### src/rtl/jesd204b_pkg.sv
// Shared JESD204B scrambler constants and word-level helpers, used by both the
// TX scrambler and the RX descrambler.
package jesd204b_pkg;

    localparam int LFSR_W = 15;
    localparam int TAP_A  = 14;
    localparam int TAP_B  = 15;
    localparam logic [LFSR_W-1:0] DEFAULT_SEED = 15'h7fff;

    // Helpers work on a fixed wide container; callers pass their real width.
    localparam int MAX_DW = 256;

    typedef struct packed {
        logic [MAX_DW-1:0] s;
        logic [LFSR_W-1:0] next_state;
    } scr_result_t;

    // Octet 0 (bits [7:0]) lands in the top octet of a dw-bit word and vice versa.
    function automatic logic [MAX_DW-1:0] byte_rev(input logic [MAX_DW-1:0] word, input int dw);
        logic [MAX_DW-1:0] r;
        r = '0;
        for (int b = 0; b < MAX_DW / 8; b++) begin
            if (b < dw / 8) r[8*(dw/8-1-b) +: 8] = word[8*b +: 8];
        end
        return r;
    endfunction

    // Unrolled self-synchronous scrambler: MSB is the earliest bit on the link,
    // st[LFSR_W-1] is the bit fifteen positions before it.
    function automatic scr_result_t scramble_word(input logic [LFSR_W-1:0] st,
                                                  input logic [MAX_DW-1:0] d,
                                                  input int dw);
        scr_result_t r;
        logic        e_a;
        logic        e_b;
        // NOTE: every result bit gets a default before the loop, so no latch can form.
        r   = '0;
        e_a = 1'b0;
        e_b = 1'b0;
        for (int i = MAX_DW - 1; i >= 0; i--) begin
            if (i < dw) begin
                e_b    = (i + TAP_B >= dw) ? st[i+TAP_B-dw] : r.s[i+TAP_B];
                e_a    = (i + TAP_A >= dw) ? st[i+TAP_A-dw] : r.s[i+TAP_A];
                r.s[i] = d[i] ^ e_b ^ e_a;
            end
        end
        r.next_state = r.s[LFSR_W-1:0];
        return r;
    endfunction

endpackage

### src/rtl/jesd_skid_buffer.sv
// Two-entry valid/ready register slice: output register plus one skid register.
// in_ready_o is purely registered, so out_ready_i never reaches it combinationally.
module jesd_skid_buffer #(
    parameter int WIDTH = 32
) (
    input  logic             clk_i,
    input  logic             rst_ni,
    input  logic             in_valid_i,
    output logic             in_ready_o,
    input  logic [WIDTH-1:0] in_data_i,
    output logic             out_valid_o,
    input  logic             out_ready_i,
    output logic [WIDTH-1:0] out_data_o
);

    logic             out_valid_q;
    logic             skid_valid_q;
    logic [WIDTH-1:0] out_data_q;
    logic [WIDTH-1:0] skid_data_q;
    logic             in_fire;
    logic             out_free;

    assign in_ready_o  = ~skid_valid_q;
    assign in_fire     = in_valid_i & ~skid_valid_q;
    assign out_free    = ~out_valid_q | out_ready_i;
    assign out_valid_o = out_valid_q;
    assign out_data_o  = out_data_q;

    // NOTE: sequential state uses <= only, so every register samples pre-edge values.
    always_ff @(posedge clk_i or negedge rst_ni) begin
        if (!rst_ni) begin
            out_valid_q  <= 1'b0;
            skid_valid_q <= 1'b0;
            out_data_q   <= '0;
        end else if (out_free) begin
            if (skid_valid_q) begin
                out_data_q   <= skid_data_q;
                out_valid_q  <= 1'b1;
                skid_valid_q <= 1'b0;
            end else begin
                out_valid_q <= in_fire;
                if (in_fire) out_data_q <= in_data_i;
            end
        end else if (in_fire) begin
            skid_valid_q <= 1'b1;
        end
    end

    // NOTE: skid data needs no reset; skid_valid_q alone decides whether it is live.
    always_ff @(posedge clk_i) begin
        if (in_fire && !out_free) skid_data_q <= in_data_i;
    end

endmodule

### src/rtl/jesd_tx_scrambler.sv
// JESD204B TX lane scrambler (1 + x^14 + x^15) with valid/ready skid output stage.
// Optional JESD_TX_SCR_STATS_EN adds word_cnt_o counting scrambled words accepted.
module jesd_tx_scrambler
    import jesd204b_pkg::*;
#(
    parameter int                DATA_WIDTH = 32,
    parameter logic [LFSR_W-1:0] SEED       = DEFAULT_SEED
) (
    input  logic                  clk_i,
    input  logic                  rst_ni,
    input  logic                  in_valid_i,
    output logic                  in_ready_o,
    input  logic [DATA_WIDTH-1:0] in_data_i,
    input  logic                  scramble_en_i,
    input  logic                  seed_load_i,
    output logic                  out_valid_o,
    input  logic                  out_ready_i,
    output logic [DATA_WIDTH-1:0] out_data_o
`ifdef JESD_TX_SCR_STATS_EN
    ,
    output logic [31:0]           word_cnt_o
`endif
);

    logic [LFSR_W-1:0]     state_q;
    logic [LFSR_W-1:0]     st;
    logic [LFSR_W-1:0]     next_state;
    logic [MAX_DW-1:0]     d_wide;
    logic [MAX_DW-1:0]     s_wide;
    scr_result_t           scr;
    logic [DATA_WIDTH-1:0] scr_word;
    logic                  in_ready;
    logic                  in_fire;

    // A seed load coincident with a handshake scrambles that very word from SEED.
    assign st         = seed_load_i ? SEED : state_q;
    assign d_wide     = byte_rev(MAX_DW'(in_data_i), DATA_WIDTH);
    assign scr        = scramble_word(st, d_wide, DATA_WIDTH);
    assign s_wide     = scramble_en_i ? scr.s : d_wide;
    assign next_state = scramble_en_i ? scr.next_state : d_wide[LFSR_W-1:0];
    assign scr_word   = DATA_WIDTH'(byte_rev(s_wide, DATA_WIDTH));
    assign in_fire    = in_valid_i & in_ready;
    assign in_ready_o = in_ready;

    // Pass-through words still load the state, mirroring the RX side.
    always_ff @(posedge clk_i or negedge rst_ni) begin
        if (!rst_ni)          state_q <= SEED;
        else if (in_fire)     state_q <= next_state;
        else if (seed_load_i) state_q <= SEED;
    end

`ifdef JESD_TX_SCR_STATS_EN
    always_ff @(posedge clk_i or negedge rst_ni) begin
        if (!rst_ni)                        word_cnt_o <= '0;
        else if (seed_load_i)               word_cnt_o <= {31'd0, in_fire & scramble_en_i};
        else if (in_fire && scramble_en_i)  word_cnt_o <= word_cnt_o + 32'd1;
    end
`endif

    jesd_skid_buffer #(
        .WIDTH(DATA_WIDTH)
    ) u_skid (
        .clk_i      (clk_i),
        .rst_ni     (rst_ni),
        .in_valid_i (in_valid_i),
        .in_ready_o (in_ready),
        .in_data_i  (scr_word),
        .out_valid_o(out_valid_o),
        .out_ready_i(out_ready_i),
        .out_data_o (out_data_o)
    );

endmodule

### config.mk
export PLATFORM = sky130hd
export DESIGN_NAME = jesd_tx_scrambler
export DESIGN_NICKNAME = d
export VERILOG_FILES = /design/src/rtl/jesd204b_pkg.sv /design/src/rtl/jesd_skid_buffer.sv /design/src/rtl/jesd_tx_scrambler.sv
export SDC_FILE = /design/constraint.sdc
export NUM_CORES = 1
export LEC_CHECK = 0
export CAP_MARGIN = 40
export CORE_AREA = 2 2 92 94
export CTS_BUF_LIST = sky130_fd_sc_hd__clkbuf_2 sky130_fd_sc_hd__clkbuf_4 sky130_fd_sc_hd__clkbuf_8
export DETAILED_ROUTE_END_ITERATION = 8
export DIE_AREA = 0 0 94 96
export PLACE_DENSITY_LB_ADDON = 0.3
export RECOVER_POWER = 25
export SLEW_MARGIN = 0
export SYNTH_ARGS = -nofsm -noshare
export SYNTH_HDL_FRONTEND = slang
export SYNTH_SLANG_ARGS = --single-unit
### constraint.sdc
create_clock -name clk_i -period 3.5 [get_ports clk_i]
set_input_delay 0.7 -clock clk_i [delete_from_list [all_inputs] [get_ports clk_i]]
set_output_delay 0.7 -clock clk_i [all_outputs]
set_load 0.01 [all_outputs]
== After elaboration in Yosys (flattened, before gate mapping) ==
Cells that the tools add are included.
Word-level totals
  flip-flop bits (word level): 81
  input bits: 38
  output and inout port bits: 34
  word-level logic and storage cells: 87
Cells by class
  mux-type cells: 9
  bitwise operators: 68
  reduce and logical (&&, ||, !) cells: 5
Operators by type and width (count)
  $mux W32: 3
  $xor A1 B1 Y1: 64
  $mux W15: 3
  $reduce_bool A2 Y1: 2
  $mux W1: 3
  $not A1 Y1: 2
  $reduce_and A2 Y1: 1
  $and A1 B1 Y1: 1
  $logic_and A1 B1 Y1: 1
  $logic_not A1 Y1: 1
  $or A1 B1 Y1: 1

== Depth between registers and ports, before layout ==
Gate-level depths: netlist (run 1).
  depth after elaboration: 10
  gate-level depth with buffers: 8
  gate-level depth less buffers: 7

== Modules after synthesis ==
Synthesis (run 1) repeated with hierarchy kept, for this count alone.
Unflattened totals
  cell total of the unflattened synthesis: 375
  area, all modules: 4644.5 sq um
By module, submodules not included
  jesd_skid_buffer: times used 1, cells each 144, area an instance 2793.9 sq um, seq. area each 1811.7 sq um
  jesd_tx_scrambler: times used 1, cells each 231, area an instance 1850.5 sq um, seq. area each 394.1 sq um

== Worst setup path before layout (run 1) ==
Ideal clock, no wire load.
  path kind: input to register
  start: input port in_valid_i
  end: register u_skid.skid_data_q[0] (enable)
  setup time: 0.421 ns
  arrival: 2.369 ns
  required time: 3.079 ns
  slack: 0.710 ns
  stages: 3
  buffers on the path: 1
  cell sequence: nand2_1 clkbuf_1 nor2_1
On the way
  cells in the longest elaborated chain, start to end: 2
Ends and longest elaborated chain
  start, declared: line jesd_tx_scrambler.sv:11  | input logic in_valid_i,
  $and A1 B1 Y1: line jesd_skid_buffer.sv:24  | assign in_fire = in_valid_i & ~skid_valid_q;
  $logic_and A1 B1 Y1: line jesd_skid_buffer.sv:51  | if (in_fire && !out_free) skid_data_q <= in_data_i;
  end signal, assigned: line jesd_skid_buffer.sv:51
  end, declared: line jesd_skid_buffer.sv:19  | logic [WIDTH-1:0] skid_data_q;
No other way between the ends.
A chain may end at the register's enable or synchronous reset.

==> qor.csv, run 1 <==
metric,value,unit
PostCTS Resize Cnt,0,
Final Power,2827,uW
Yosys top cell area share,22.15,%
drt total wl,9310,um
Syn Nets,459,
Initial Util,53.89,%
crit-path max FO,25,
Overflow after GRT,0,
"Req. time, crit path",3.75,ns
post-CTS setup buffers,0,
Buffers on Ports,71,
FP Rows,33,
crit path time final,2.532,ns
Mean Syn Cell Area,10.31,sq um
CTS Buffer Depth,2,
Startpoint Class,input pin,
final period utilization,72.35,%
CTS tree,yes,
slowest cell on the critical path,clkbuf_1,
DR WL/cell,15.75,um
CP most frequent cell,clkbuf_1,
H-tree levels,3,
HPWL after detailed placement,6837,um
highest clock rate,394.9,MHz
Die ar.,9024,sq um
Most used DFF post-synth,dfrtp_1,
Max rail drop VDD,0.0002215,V
first-pass GRT wire length,15220,um
hold path cells,2,
setup_tns,0,ns
Layout area overhead,22.43,%
clk slew on worst S/H paths,0.09,ns
worst rel slew slack,6.930,%
CP Cell Sequence,clkbuf_1 > clkbuf_1,
# diodes,0,
die height,96,um
layout cells sized above 1,9.877,%
status,"complete, no violations",
vias in the first global route,3120,
setup violators final,0,
critical path's top delay family,buffers and inverters,
largest net degree at the start of global routing,42,
area of the mapped netlist,4339,sq um
Vias/cell,5.291,
"Net count, final",519,
clk sinks,81,
synth top area cells,"edfxtp_1 22%, dfrtp_1 20%, xnor2_1 12%",
R2R setup slack,1.28,ns
worst skew pair latency,0.36,ns
r2r endpoint,u_skid.out_data_o[26]$_DFFE_PN0P_,
Top Ports,72,
Slew Limit Fails,0,
post-placement cell count,575,
"FF+latch count, synth",81,
crit path DAT,2.78,ns
PD cells,532.1,nW/um^2
crit end category,asynchronous set/reset pin,
post-layout util,65.98,%
RSZ-0062 raised after global routing,no,
Post-CTS Hold Fix Bufs,0,
R2R Path Start,state_q[0]$_DFF_PN1_,
maxcap violations,0,
sequential fraction of the synthesis area,50.84,%
post-synth top area cell,edfxtp_1,
total CTS buffers,9,
Iteration-0 DRC Markers,169,
Post-Synthesis Cells,421,
Post-synth EDFFs,32,
WP buf/inv,2,
most frequent cell after synthesis,xnor2_1,
hold-critical path endpoint,u_skid.out_data_o[24]$_DFFE_PN0P_,
Filler Cells Inserted,659,
hold_sp,u_skid.out_data_o[24]$_DFFE_PN0P_,
Core Box Area,8051,sq um
drt drc,0,
final non-filler cell total,591,
async set or reset register ratio after synthesis,60.49,%
Leakage,0.002126,uW
Hold Crit Class,flip-flop to flip-flop,
Placer Congestion,0.8600,
Fin. Hold Viols,0,
"antenna viol nets, final",0,
die extent in x,94,um
Worst-Margin Slew,1.396,ns
commonest cells in the netlist,"58 x xnor2_1, 51 x nand2_1, 41 x o21ai_0",
clock skew,0.008752,ns
CP max stage delay,1.07,ns
"Distinct cells, synth",38,
initial antenna violation count,0,
Synth warnings,0,
worst-case reg-to-reg path depth,7,
drt first pass iters,4,
Root Buffer,clkbuf_8,
DR vias,3127,
Setup CP Type,input pin to asynchronous set/reset pin,
total track usage,22.39,%
power breakdown:
| part | leakage [uW] | internal (uW) | switching (uW) |
|---|---|---|---|
| combinational | 0.00118 | 464 | 432 |
| sequential | 0.000869 | 1180 | 117 |
| clock | 0.0000745 | 262 | 375 |
area by class of cell:
type	count	area (sq um)	area share [%]
Tap cell	105	131.4	2.473
Multi-Input combinational cell	307	2021	38.04
Clock buffer	9	123.9	2.332
Inverter	2	7.507	0.1413
Sequential cell	81	2206	41.52
Timing Repair Buffer	80	768.2	14.46
Clock inverter	7	55.05	1.036
flip-flops by register name, indices dropped and copies added, names as in the netlist:
register,cells
state_q,15
u_skid.out_data_o,32
u_skid.skid_data_q,32
u_skid.skid_valid_q,1
u_skid.out_valid_o,1
layout by cell type, fill, tap and decap left out, drive strengths merged:
master          n
nand2          51
dfrtp          34
o211a           1
or3            12
buf             8
nor3            1
mux2i          29
nand3          13
nor3b           2
a21bo           1
xor2           19
inv             4
xor3            1
and3            1
nand2b          5
xnor3           2
xnor2          58
a21oi          14
dfstp          15
edfxtp         32
o21ai          45
clkdlybuf4s50  70
nor2b           1
a21o            1
nor2           39
o21a            3
a21boi          2
clkbuf         11
o31ai           2
clkinvlp        5
and2b           1
a211oi          1
nand3b          2
metal layers:
layer	up-vias	GRT usage, %	share of wire, %
met5	-	0	0
li1	1538	-	-
met4	0	9.783	2.1
met1	1498	29.93	45
met2	72	35.83	48
met3	19	4.307	4.8
worst max path at each step:
stage	endpoint	startpoint	slack [ns]	depth (start not counted)
5_1_grt	u_skid.out_data_o[27]$_DFFE_PN0P_	rst_ni	0.44	2
6_report	u_skid.out_data_o[29]$_DFFE_PN0P_	rst_ni	0.97	2
3_5_place_dp	u_skid.out_data_o[27]$_DFFE_PN0P_	seed_load_i	0.67	8
4_1_cts	u_skid.out_data_o[27]$_DFFE_PN0P_	seed_load_i	1.05	8
3_3_place_gp	u_skid.out_data_o[27]$_DFFE_PN0P_	seed_load_i	0.75	8
2_1_floorplan	u_skid.skid_data_q[0]$_DFFE_PP_	in_valid_i	0.71	3
cell families after synthesis:
family | after synthesis | share of synthesized area (%)
simple gates | 128 | 13.29
compound gates | 70 | 9.141
flops | 81 | 50.84
xor+xnor | 80 | 17.13
mux | 29 | 6.690
buf+inv | 33 | 2.912
per-stage QoR:
step                area [sq um]  hold WS [ns]  setup slack (ns)
detailed placement          5151        0.4644            0.6703
global route                5313        0.5220            0.4394
global placement            5131        0.4607            0.7499
CTS                         5330        0.3459             1.047
floorplan                   4339        0.4044            0.7101
finish                      5313        0.4809            0.9678
Note: power is estimated with default switching activity, not from simulation.
==> inputs of run 2 (changes only) <==
clock period = 2.5 ns   (was 3.5 ns; I/O delays follow)
==> run 2 against run 1 <==
Worst hold slack got worse by 0.18 ns. Sequential power is 40% higher. Non-clock buffer count is 10 higher. Critical path type is now input pin to flip-flop. Via count grew 2.5%. Register-to-register slack worse by 0.99 ns. Flip-flop and latch count stayed put. Clock power up 74%.
==> qor.csv, run 2 (synthesis results as in run 1) <==
metric,value,unit
DR WL/cell,16.10,um
Crit. Startpoint,seed_load_i,
layout cells sized above 1,11.49,%
HPWL after detailed placement,6985,um
first-pass GRT wire length,15730,um
Hold Crit Class,input pin to asynchronous set/reset pin,
Multi-input gate area,2021,sq um
crit end category,flip-flop,
DR vias,3205,
FP Rows,33,
"antenna viol nets, final",0,
register area,2206,sq um
crit path DAT,2.54,ns
RSZ-0062 raised after global routing,no,
Post-CTS Hold Fix Bufs,0,
die height,96,um
drt first pass iters,4,
Core Box Area,8051,sq um
Overflow after GRT,0,
post-placement cell count,585,
Setup CP Type,input pin to flip-flop,
Slew Limit Fails,0,
worst rel slew slack,30.81,%
Startpoint Class,input pin,
"Req. time, crit path",2.77,ns
clk slew on worst S/H paths,0.08,ns
Placer Congestion,0.8514,
"commonest non-fill, non-tap cells in the layout","70 x clkdlybuf4s50_1, 58 x xnor2_1, 51 x nand2_1",
Fin. Hold Viols,0,
Iteration-0 DRC Markers,189,
drt drc,0,
Worst-Margin Slew,1.038,ns
"most common cell after layout, fill and taps aside",clkdlybuf4s50_1,
maxcap violations,0,
PostCTS Resize Cnt,0,
initial antenna violation count,0,
crit path time final,2.268,ns
Die ar.,9024,sq um
clk sinks,81,
Top Ports,72,
total CTS buffers,9,
die extent in x,94,um
Layout area overhead,25.98,%
# diodes,0,
CTS Buffer Depth,2,
Final Power,4218,uW
H-tree levels,3,
Initial Util,53.89,%
total track usage,23.11,%
setup violators final,0,
Leakage,0.002221,uW
PD cells,771.6,nW/um^2
clock skew,0.01132,ns
Vias/cell,5.333,
worst skew pair latency,0.35,ns
final non-filler cell total,601,
status,"complete, no violations",
Filler Cells Inserted,661,
Buffers on Ports,71,
highest clock rate,441.0,MHz
vias in the first global route,3147,
post-CTS setup buffers,0,
Max rail drop VDD,0.0003596,V
largest net degree at the start of global routing,41,
final period utilization,90.71,%
R2R Path Start,state_q[0]$_DFF_PN1_,
crit-path max FO,12,
drt total wl,9679,um
"Net count, final",529,
CTS tree,yes,
Root Buffer,clkbuf_8,
setup_tns,0,ns
[run 2: changes by cell type in the layout (fill, tap and decap cells not counted)]
cell / delta
clkbuf_8: +2
bufinv_16: +2
buf_4: +7
buf_12: +2
clkinvlp_4: -4
clkbuf_1: +1
[run 2: metal layers]
metal  track usage (%)  up-vias  share of wire, %
met2             37.92       78                50
met4             10.87        0               1.5
li1                  -     1557                 -
met5                 0        -                 0
met3             3.054       11               4.5
met1             30.69     1559                44
[run 2: final timing paths]
| check | to | slack [ns] | cells after the start |
|---|---|---|---|
| setup / recovery | u_skid.out_data_o[24]$_DFFE_PN0P_ | 0.23 | 7 |
| hold / removal | u_skid.out_data_o[25]$_DFFE_PN0P_ | 0.30 | 1 |
| setup reg to reg | u_skid.out_data_o[26]$_DFFE_PN0P_ | 0.29 | 7 |
| hold reg to reg | u_skid.out_data_o[12]$_DFFE_PN0P_ | 0.49 | 2 |
| max in group asynchronous | u_skid.out_data_o[13]$_DFFE_PN0P_ | 0.81 | 2 |
| min in group clk_i | u_skid.out_data_o[12]$_DFFE_PN0P_ | 0.49 | 2 |
[run 2: report_power, final]
group / leakage [uW] / switching (uW) / internal [uW]
logic: 0.00124 / 626 / 673
registers: 0.000869 / 166 / 1650
clock network: 0.000117 / 483 / 624
[run 2: worst max-delay path: stages]
cell             delay (ns)
clkdlybuf4s50_1        0.60
or3_4                  0.48
a21bo_1                0.20
mux2i_1                0.20
xor2_1                 0.30
mux2i_1                0.14
o21ai_2                0.12
[run 2: stage by stage]
stage	worst slack, ns	instance area, sq um	hold slack [ns]	utilization (%)
floorplan	0.2983	4342	0.2044	-
global placement	0.01840	5239	0.4565	65.07
detailed placement	-0.1094	5239	0.4617	65.07
CTS	0.2452	5475	0.07264	68.00
global route	0.1362	5466	0.4013	67.89
finish	0.2323	5466	0.3020	67.89
[run 2: area by class of cell]
cell class | instances | area share [%]
multi-input combinational | 307 | 36.97
sequential | 81 | 40.35
timing repair buffer | 90 | 15.82
clock inverter | 5 | 1.556
tap | 105 | 2.403
inverter | 2 | 0.1373
clock buffer | 11 | 2.770
==> inputs of run 3 (changes only) <==
CORE_AREA = 2 2 93 95   (was 2 2 92 94)
CTS_BUF_LIST = unset   (was sky130_fd_sc_hd__clkbuf_2 sky130_fd_sc_hd__clkbuf_4 sky130_fd_sc_hd__clkbuf_8)
DIE_AREA = 0 0 95 97   (was 0 0 94 96)
SLEW_MARGIN = unset   (was 0)
==> run 3 against run 2 <==
Clock power down 17%. Critical path depth unchanged. Core utilization down 1.4 points. Count of clock-buffer cells in the layout down 1. Worst hold slack better by 0.16 ns. Design area down 1.1%. Die area up 2.1%. Fmax up 3.7%. Clock skew down 0.0037 ns. Highest routed layer unchanged. Power down 4.9%. Cell count down 0.33%. Via count down 1.8%.
==> qor.csv, run 3 (synthesis results as in run 1) <==
metric,value,unit
clock skew,0.007600,ns
total CTS buffers,9,
layout cells sized above 1,10.93,%
worst-case reg-to-reg path depth,7,
Startpoint Class,flip-flop,
H-tree levels,3,
crit end category,flip-flop,
Vias/cell,5.254,
drt first pass iters,4,
Leakage,0.002193,uW
"Net count, final",527,
worst skew pair latency,0.35,ns
post-layout instance area,5406,sq um
Hold Crit Class,input pin to asynchronous set/reset pin,
"commonest non-fill, non-tap cells in the layout","70 x clkdlybuf4s50_1, 58 x xnor2_1, 51 x nand2_1",
initial antenna violation count,0,
DR vias,3147,
worst setup path end,u_skid.out_data_o[27]$_DFFE_PN0P_,
placed inst area,5236,sq um
first-pass GRT wire length,15860,um
final period utilization,87.47,%
Layout area overhead,24.60,%
status,"complete, no violations",
Overflow after GRT,0,
Setup CP Type,flip-flop to flip-flop,
DR WL/cell,15.80,um
PD cells,742.2,nW/um^2
largest net degree at the start of global routing,41,
Iteration-0 DRC Markers,190,
Worst-Margin Slew,1.421,ns
crit path time final,2.187,ns
Root Buffer,clkbuf_8,
Top Ports,72,
worst rel slew slack,5.248,%
Die ar.,9215,sq um
die extent in x,95,um
setup_tns,0,ns
final worst slack,0.3133,ns
Core Box Area,8134,sq um
Initial Util,53.35,%
RSZ-0062 raised after global routing,no,
r2r endpoint,u_skid.out_data_o[27]$_DFFE_PN0P_,
# diodes,0,
setup violators final,0,
total track usage,22.23,%
clk slew on worst S/H paths,0.08,ns
"antenna viol nets, final",0,
crit path DAT,2.46,ns
Placer Congestion,0.8871,
Max rail drop VDD,0.0004542,V
FP Rows,33,
highest clock rate,457.3,MHz
vias in the first global route,3267,
CTS Buffer Depth,2,
PostCTS Resize Cnt,0,
clk sinks,81,
"Req. time, crit path",2.77,ns
post-placement cell count,583,
drt total wl,9467,um
"most common cell after layout, fill and taps aside",clkdlybuf4s50_1,
R2R setup slack,0.31,ns
Buffers on Ports,71,
Post-CTS Hold Fix Bufs,0,
R2R Path Start,state_q[0]$_DFF_PN1_,
Fin. Hold Viols,0,
final non-filler cell total,599,
maxcap violations,0,
HPWL after detailed placement,7129,um
Crit. Startpoint,state_q[0]$_DFF_PN1_,
Place WS,0.002734,ns
CTS tree,yes,
post-CTS setup buffers,0,
crit-path max FO,4,
Slew Limit Fails,0,
drt drc,0,
die height,97,um
==> run 3: worst min-delay path by stage <==
stage,cells after the start,slack [ns],end
3_3_place_gp,2,0.46,u_skid.out_data_o[8]$_DFFE_PN0P_
2_1_floorplan,0,0.20,u_skid.out_data_o[0]$_DFFE_PN0P_
3_5_place_dp,2,0.47,u_skid.out_data_o[16]$_DFFE_PN0P_
4_1_cts,1,0.16,u_skid.out_data_o[26]$_DFFE_PN0P_
5_1_grt,2,0.51,u_skid.out_data_o[24]$_DFFE_PN0P_
6_report,1,0.46,u_skid.out_data_o[26]$_DFFE_PN0P_
==> run 3: stage by stage <==
stage,hold WS [ns],total power (uW),util [%]
2_1_floorplan,0.2044,2573,-
3_3_place_gp,0.4627,3080,64.37
3_5_place_dp,0.4700,3126,64.37
4_1_cts,0.1642,4048,66.67
5_1_grt,0.5071,4251,66.47
6_report,0.4601,4012,66.47
==> run 3: worst max-delay path, stage by stage (launching register included) <==
cell and delay (ns):
dfstp_2 0.58, xor3_1 0.45, o21a_1 0.23, o211a_1 0.23, o21ai_1 0.16, xnor2_1 0.20
mux2i_1 0.12, o21ai_1 0.14
==> run 3: layout make-up <==
type,count,area (sq um)
Timing Repair Buffer,88,854.6
Multi-Input combinational cell,307,2021
Tap cell,105,131.4
Clock inverter,6,58.81
Sequential cell,81,2206
Clock buffer,10,127.6
Fill cell,651,2728
Inverter,2,7.507
==> run 3: power by group <==
| part | leakage (uW) | switching, uW | internal (uW) |
|---|---|---|---|
| Clock | 0.0000913 | 467 | 455 |
| Sequential | 0.000869 | 161 | 1650 |
| Combinational | 0.00123 | 616 | 667 |
==> run 3: metal layers <==
metal | part of all wire, % | up-vias | GRT usage [%]
met1 | 45 | 1516 | 30.42
met3 | 4.2 | 12 | 4.517
met5 | 0 | - | 0
met2 | 49 | 71 | 35.68
met4 | 1.4 | 0 | 6.577
li1 | - | 1548 | -
